`src/rtl/ppu_arb_pkg.sv`:
```
// Shared types and constants for the PPU request arbiter.
package ppu_arb_pkg;

  // Operator field width; keep in sync with PPU_OP_WIDTH in zeroriscy_defines.
  localparam int PPU_OP_WIDTH = 4;

  localparam logic [31:0] POSIT_NAR = 32'h8000_0000;

  typedef enum logic [1:0] {
    ST_IDLE  = 2'd0,
    ST_ISSUE = 2'd1,
    ST_WAIT  = 2'd2,
    ST_RESP  = 2'd3
  } ppu_arb_state_e;

endpackage

```
`src/rtl/ppu_rr_arb2.sv`:
```
// Two-input round-robin grant; rr_q selects the winner only when both ports are valid.
module ppu_rr_arb2 (
  input  logic [1:0] valid,
  input  logic       rr_q,
  output logic [1:0] grant,
  output logic       grant_idx
);

  always_comb begin
    grant     = 2'b00;
    grant_idx = 1'b0;
    case (valid)
      2'b01: begin
        grant     = 2'b01;
        grant_idx = 1'b0;
      end
      2'b10: begin
        grant     = 2'b10;
        grant_idx = 1'b1;
      end
      2'b11: begin
        grant     = rr_q ? 2'b10 : 2'b01;
        grant_idx = rr_q;
      end
      default: ;
    endcase
  end

endmodule

```
`src/rtl/ppu_arbiter.sv`:
```
// Shares one PPU between two requesters: accept, issue one-cycle valid, wait with
// a latency bound, then return the result (or NaR + err on timeout) to the winner.
//
// state    | meaning
// ST_IDLE  | no operation; grant a valid requester and latch its operands
// ST_ISSUE | ppu_valid_o high for this single cycle; counter cleared
// ST_WAIT  | waiting for ppu_valid_i, counting toward MAX_LAT
// ST_RESP  | done pulse to the granted port; round-robin pointer flips
module ppu_arbiter
  import ppu_arb_pkg::*;
#(
  parameter int MAX_LAT = 15,
  parameter int OP_W    = PPU_OP_WIDTH
) (
  input  logic            clk,
  input  logic            rst,
  input  logic            req0_valid_i,
  output logic            req0_ready_o,
  input  logic [31:0]     req0_op_a_i,
  input  logic [31:0]     req0_op_b_i,
  input  logic [OP_W-1:0] req0_op_i,
  output logic            req0_done_o,
  output logic            req0_err_o,
  input  logic            req1_valid_i,
  output logic            req1_ready_o,
  input  logic [31:0]     req1_op_a_i,
  input  logic [31:0]     req1_op_b_i,
  input  logic [OP_W-1:0] req1_op_i,
  output logic            req1_done_o,
  output logic            req1_err_o,
  output logic [31:0]     req_result_o,
  output logic            ppu_valid_o,
  output logic [31:0]     ppu_in1_o,
  output logic [31:0]     ppu_in2_o,
  output logic [OP_W-1:0] ppu_op_o,
  input  logic [31:0]     ppu_out_i,
  input  logic            ppu_valid_i,
  output logic            busy_o
);

  localparam logic [7:0] CNT_TC = 8'(MAX_LAT - 1);

  ppu_arb_state_e  state_q, state_d;
  logic            rr_q, rr_d;
  logic            idx_q, idx_d;
  logic [7:0]      cnt_q, cnt_d;
  logic [31:0]     opa_q, opa_d;
  logic [31:0]     opb_q, opb_d;
  logic [OP_W-1:0] op_q, op_d;
  logic [31:0]     result_q, result_d;
  logic            err_q, err_d;

  logic [1:0]      grant;
  logic            grant_idx;
  logic [1:0]      ready;

  ppu_rr_arb2 u_rr (
    .valid     ({req1_valid_i, req0_valid_i}),
    .rr_q      (rr_q),
    .grant     (grant),
    .grant_idx (grant_idx)
  );

  always_comb begin
    state_d  = state_q;
    rr_d     = rr_q;
    idx_d    = idx_q;
    cnt_d    = cnt_q;
    opa_d    = opa_q;
    opb_d    = opb_q;
    op_d     = op_q;
    result_d = result_q;
    err_d    = err_q;
    ready    = 2'b00;
    case (state_q)
      ST_IDLE: begin
        // No accept while reset is held, so no handshake is lost to the reset.
        if (grant != 2'b00 && !rst) begin
          ready   = grant;
          idx_d   = grant_idx;
          opa_d   = grant_idx ? req1_op_a_i : req0_op_a_i;
          opb_d   = grant_idx ? req1_op_b_i : req0_op_b_i;
          op_d    = grant_idx ? req1_op_i   : req0_op_i;
          state_d = ST_ISSUE;
        end
      end
      ST_ISSUE: begin
        cnt_d   = 8'd0;
        state_d = ST_WAIT;
      end
      ST_WAIT: begin
        if (ppu_valid_i) begin
          result_d = ppu_out_i;
          err_d    = 1'b0;
          state_d  = ST_RESP;
        end else if (cnt_q == CNT_TC) begin
          result_d = POSIT_NAR;
          err_d    = 1'b1;
          state_d  = ST_RESP;
        end else begin
          cnt_d = cnt_q + 8'd1;
        end
      end
      ST_RESP: begin
        rr_d    = ~idx_q;
        state_d = ST_IDLE;
      end
      default: state_d = ST_IDLE;
    endcase
  end

  always_ff @(posedge clk) begin
    if (rst) begin
      state_q  <= ST_IDLE;
      rr_q     <= 1'b0;
      idx_q    <= 1'b0;
      cnt_q    <= 8'd0;
      opa_q    <= 32'd0;
      opb_q    <= 32'd0;
      op_q     <= '0;
      result_q <= 32'd0;
      err_q    <= 1'b0;
    end else begin
      state_q  <= state_d;
      rr_q     <= rr_d;
      idx_q    <= idx_d;
      cnt_q    <= cnt_d;
      opa_q    <= opa_d;
      opb_q    <= opb_d;
      op_q     <= op_d;
      result_q <= result_d;
      err_q    <= err_d;
    end
  end

  assign req0_ready_o = ready[0];
  assign req1_ready_o = ready[1];
  assign req0_done_o  = (state_q == ST_RESP) && !idx_q;
  assign req1_done_o  = (state_q == ST_RESP) &&  idx_q;
  assign req0_err_o   = req0_done_o && err_q;
  assign req1_err_o   = req1_done_o && err_q;
  assign req_result_o = result_q;
  assign ppu_valid_o  = (state_q == ST_ISSUE);
  assign ppu_in1_o    = opa_q;
  assign ppu_in2_o    = opb_q;
  assign ppu_op_o     = op_q;
  assign busy_o       = (state_q != ST_IDLE);

endmodule

```
`config.mk`:
```
export PLATFORM = sky130hd
export DESIGN_NAME = ppu_arbiter
export DESIGN_NICKNAME = d
export VERILOG_FILES = /design/src/rtl/ppu_arb_pkg.sv /design/src/rtl/ppu_rr_arb2.sv /design/src/rtl/ppu_arbiter.sv
export SDC_FILE = /design/constraint.sdc
export NUM_CORES = 1
export LEC_CHECK = 0
export CORE_MARGIN = 5
export CORE_UTILIZATION = 41
export CTS_BUF_LIST = sky130_fd_sc_hd__clkbuf_4 sky130_fd_sc_hd__clkbuf_8 sky130_fd_sc_hd__clkbuf_16
export CTS_CLUSTER_DIAMETER = 200
export DETAILED_ROUTE_END_ITERATION = 8
export PLACE_DENSITY = 0.86
export REMOVE_ABC_BUFFERS = 1
export SYNTH_ARGS = -nofsm -noshare
export SYNTH_HDL_FRONTEND = slang
export SYNTH_SLANG_ARGS = --single-unit
```
`constraint.sdc`:
```
create_clock -name clk -period 3.2 [get_ports clk]
set_input_delay 0.64 -clock clk [delete_from_list [all_inputs] [get_ports clk]]
set_output_delay 0.64 -clock clk [all_outputs]
set_load 0.03 [all_outputs]
```
==> After elaboration in Yosys (flattened, before gate mapping) <==
Cells that the tools add are included.
{ "word_totals": {"mem_count": 0, "ramBits": 0, "output_inout_bits": 108, "latchBits": 0, "ff_bits": 113, "word_cells": 57, "in_bits": 173, "romBits": 0} }
{ "classes": {"reduce_logical": 16, "mux": 19, "multipliers": 0, "order_cmp": 0, "eq_ne": 11, "addsub": 1, "bitwise_logic": 1, "shift": 0, "n_div": 0} }
{ "ops": {"columns": ["op", "n"], "rows": [
  ["two-way mux 32 bit", 4],
  ["two-way mux 8 bit", 2],
  ["case mux 8 bit (2 select lines)", 1],
  ["two-way mux 2 bit", 6],
  ["adder 8 x 1 -> 8 bit (second input constant)", 1],
  ["== test 2 bit (second input constant)", 4],
  ["== test 8 x 4 -> 1 bit (second input constant)", 1],
  ["case mux 2 bit (4 select lines)", 1],
  ["nonzero test 2 bit", 4],
  ["!= test 2 bit (second input constant)", 3],
  ["case mux 2 bit (3 select lines)", 1],
  ["AND reduction 2 bit", 3],
  ["logical AND 1 bit", 5],
  ["== test 2 x 1 -> 1 bit (second input constant)", 2],
  ["two-way mux 4 bit", 1],
  ["!= test 3 bit (second input constant)", 1],
  ["AND reduction 3 bit", 1],
  ["logical NOT 1 bit", 2],
  ["logical NOT 2 bit", 1],
  ["two-way mux 1 bit", 2],
  ["case mux 1 bit (2 select lines)", 1],
  ["NOT 1 bit", 1]
]} }

==> Depth between registers and ports, before layout <==
{ "depth": {"ltp_word": 6, "depth_mapped": 9, "ltp_nobuf": 6} }

==> Cells and area by module <==
A second synthesis with hierarchy kept.
{ "unflattened": {"cells_unflattened": 473, "hier_area_um2": 4695.8} }
{ "by_module_without_submodules": {"columns": ["module", "seq_area_each_um2", "n_inst", "area_each_um2", "cells_each"], "rows": [
  ["ppu_arbiter", 2262.2, 1, 4669.5, 469],
  ["ppu_rr_arb2", 0.0, 1, 26.3, 4]
]} }

==> Worst setup path after synthesis <==
OpenSTA, ideal clock, no wires.
{ "synth_timing": {"path_kind": "input to output", "from": "input req0_valid_i", "to": "output req1_ready_o", "path_slack_ns": 0.951, "path_buffers": 3, "arrival_ns": 1.609, "path_stages": 6, "cell_sequence": "inv_1 > o21ai_1 > buf_2 > buf_6 > buf_6 > nor2_1"} }
{ "synth_via": {"elab_chain_len": 6, "elab_cells_between_ends": 8} }
{ "synth_rtl": {"columns": ["element", "line_no", "rtl"], "rows": [
  ["start, declared", "ppu_arbiter.sv:17", "input logic req0_valid_i,"],
  ["== test 2 bit / == test 2 x 1 -> 1 bit (equally long branches)", "ppu_rr_arb2.sv:12", "case (valid)"],
  ["case mux 2 bit (3 select lines) *", "ppu_rr_arb2.sv:12", null],
  ["nonzero test 2 bit", "ppu_arbiter.sv:78", "if (grant != 2'b00 && !rst) begin"],
  ["logical AND 1 bit", "ppu_arbiter.sv:78", null],
  ["two-way mux 2 bit *", "ppu_arbiter.sv:78", null],
  ["two-way mux 2 bit *", "ppu_arbiter.sv:75", "case (state_q)"],
  ["end, declared", "ppu_arbiter.sv:25", "output logic req1_ready_o,"]
]} }
Every way passes the cells marked *; elsewhere a longest branch is shown, timed or not.

==> Worst setup path after layout <==
{ "layout_timing": {"from": "register state_q[0]", "to": "output req0_err_o"} }
{ "layout_via": {"elab_chain_len": 3} }
{ "layout_rtl": {"columns": ["element", "line_no", "rtl"], "rows": [
  ["start, declared", "ppu_arbiter.sv:43", "ppu_arb_state_e state_q, state_d;"],
  ["start signal, assigned", "ppu_arbiter.sv:124", "state_q <= state_d;"],
  ["== test 2 bit", "ppu_arbiter.sv:138", "assign req0_done_o = (state_q == ST_RESP) && !idx_q;"],
  ["logical AND 1 bit", "ppu_arbiter.sv:138", null],
  ["logical AND 1 bit", "ppu_arbiter.sv:140", "assign req0_err_o = req0_done_o && err_q;"],
  ["end, declared", "ppu_arbiter.sv:23", "output logic req0_err_o,"]
]} }
No other way between the ends.

==> summary.md <==
| Metric | Value |
|---|---|
| Outcome | finished clean |
| MaxCap Viol Count | 0 |
| Crit-path cells | ha_1 > nor2b_1 > and2_1 > clkdlybuf4s50_1 |
| Worst-Skew Late Latency | 0.41 ns |
| Flip-flop and latch area | 2260 um2 |
| Drt wl/cell | 17.2 um |
| Slew @ Worst Pin | 0.646 ns |
| Placed instance area | 7590 um2 |
| Mapped Area | 4760 um2 |
| Multi-input gate area | 2230 um2 |
| Global Route Usage Sum | 22.5% |
| Final setup violation count | 0 |
| Pin count of the biggest net entering global routing | 78 |
| CP Launch Type | flop |
| DRC viols | 0 |
| Synth Flop Type | dfxtp_1 |
| PortBufs | 280 |
| Starting Density | 41.7% |
| Filler cells | 841 |
| Final Hold Fails | 0 |
| Post-synthesis register bit count | 113 |
| Post-DP HPWL | 11900 um |
| CTS clk-pin slew, worst paths | 0.06 ns |
| Remaining antenna violation count after routing | 0 |
| Power per standard cell area | 752 nW/um2 |
| Area of the die | 13900 um2 |
| Slack of the critical path | 0.371 ns |
| Ant diodes | 0 |
| Crit path max fanout | 4 |
| Hold Path Class | flop to flop |
| Clock Skews | 0.00969 ns |
| Max rail drop VDD | 429 uV |
| Final period utilization | 88.4% |
| Hold buffers post-CTS | 0 |
| CTS buffer count | 17 |
| H-tree depth | 4 |
| DR pass1 iterations | 4 |
| RSZ-0062 raised after global routing | no |
| Clk sinks | 113 |
| Via count of the first global-routing pass | 4930 |
| GPL Wtd Cong | 0.823 |
| Post-synthesis sequential area ratio | 47.6% |
| Grt total ovfl | 0 |
| Final instance area | 8150 um2 |
| Ys Warns | 0 |
| Crit Path Class | flop to output port |
| Die height | 118 um |
| Post-synth cell types | 38 |
| Placement Rows | 39 |
| Share of layout cells above drive strength 1 | 6.69% |
| CTS root buffer | clkbuf_16 |
| Post-cts sizing count | 0 |
| Post-Syn Area per Cell | 9.51 um2 |
| FFs w/ async S/R, synth | 0% |
| Crit. End Element | output port |
| Crit path DAT | 2.19 ns |
| Nets@finish | 943 |
| Antenna violations before repair | 0 |
| Min-Delay Path Depth | 2 |
| Drt total wl | 15800 um |
| First-pass GRT wire length | 25300 um |
| Critical Path RT | 2.56 ns |
| Die X | 118 um |
| Most frequent cells in the layout | clkdlybuf4s50_1 (278), dfxtp_1 (113), nand3_1 (70) |
| Synth Instances | 500 |
| Pleak | 3.33 nW |
| Post-CTS Setup Inserts | 0 |
| CTS tree | done |
| Initial DRC count | 242 |
| CP max-delay cell | clkdlybuf4s50_1 |
| Total I/O pin count | 281 |
| Slew Viols, Final | 0 |
| Slew headroom | 56.9% |
| Via count | 4752 |
| CTS Buffer Depth | 2 |
| Area Growth Syn to Fin | 71.5% |
| Via density per instance | 5.17 |
| Minimum clock period | 2.83 ns |
| Max Fclk | 0.353 GHz |
| Worst hold slack | 0.456 ns |
| Post-Place Worst Slack | 0.682 ns |
| Reg2reg path depth | 7 |
| Post-synth EDFFs | 0 |
| Largest stage delay, worst path | 0.68 ns |
| Core area | 11400 um2 |
| Most common cell after layout, fill and taps aside | clkdlybuf4s50_1 |
-- logic make-up after synthesis --
family	synth area share (%)
compound gates	15.7
xor+xnor	0.737
fa+ha+maj	1.58
buf+inv	6.00
flops	47.6
mux	14.8
simple gates	13.7
-- critical path, delay by kind of cell, from the launching register on --
family	cells	cell delay (ns)
adders and majority gates	1	0.24
buffers and inverters	1	0.68
DFF	1	0.42
and+or+nand+nor	2	0.45
-- report_power, final --
part,internal (mW),switching [mW]
combinational,1.02,1.41
clock,1.10,0.664
sequential,1.75,0.191
-- layer usage --
layer	track usage, %	up-vias	share of wire (%)
met1	23.3	2150	37
li1	-	2318	-
met3	10.8	48	11
met5	0	-	0
met2	38.2	236	48
met4	10.8	0	3.9
-- synth_stat cells, types with 2 or more instances --
library cell / number / area [um2]
dfxtp_1: 113 / 2260
nand3_1: 70 / 350
mux2i_1: 69 / 691
o21ai_0: 60 / 300
nor2_1: 39 / 146
a22oi_1: 32 / 240
clkbuf_1: 19 / 71.3
inv_1: 12 / 45.0
o21ai_1: 12 / 60.1
buf_2: 9 / 45.0
buf_4: 6 / 45.0
buf_6: 6 / 67.6
ha_1: 6 / 75.1
and2_1: 5 / 31.3
nand2_1: 5 / 18.8
a21oi_1: 3 / 15.0
buf_1: 3 / 11.3
nor2b_1: 3 / 18.8
xor2_1: 3 / 26.3
a211o_1: 2 / 17.5
and3_1: 2 / 12.5
nand4_1: 2 / 12.5
nor3_1: 2 / 10.0
o21a_1: 2 / 15.0
o31ai_1: 2 / 15.0
-- layout make-up --
cell class              instances  share of cell area, %
clock inverters                13                   1.40
multi-input cells             332                   27.4
inverters                      12                  0.552
clock buffers                  19                   5.55
well taps                     143                   2.19
repair buffers                288                   35.2
flip-flops and latches        113                   27.7
-- sequential cells by signal (all words and copies together) (netlist names) --
name          flops
idx_q             1
ppu_in2_o        32
rr_q              1
ppu_in1_o        32
req_result_o     32
cnt_q             8
state_q           2
err_q             1
ppu_op_o          4
-- worst paths after layout --
check             slack [ns]                          to                        from
setup / recovery        0.37                  req0_err_o     state_q[0]$_SDFFE_PP0P_
setup reg to reg        1.16   ppu_in1_o[2]$_SDFFE_PP0P_     state_q[0]$_SDFFE_PP0P_
hold reg to reg         0.46  ppu_in2_o[22]$_SDFFE_PP0P_  ppu_in2_o[22]$_SDFFE_PP0P_
hold / removal          0.46  ppu_in2_o[22]$_SDFFE_PP0P_  ppu_in2_o[22]$_SDFFE_PP0P_
-- through the flow --
step,power (mW),util [%],instances,setup TNS [ns]
after floorplan,3.28,-,457,-185.22
after global routing,6.45,71.4,920,0
after CTS,6.20,71.4,920,0
after global placement,4.33,66.4,888,0
after detailed placement,4.40,66.4,888,0
final,6.13,71.4,920,0
No activity file was read; power rests on OpenSTA's default activity.
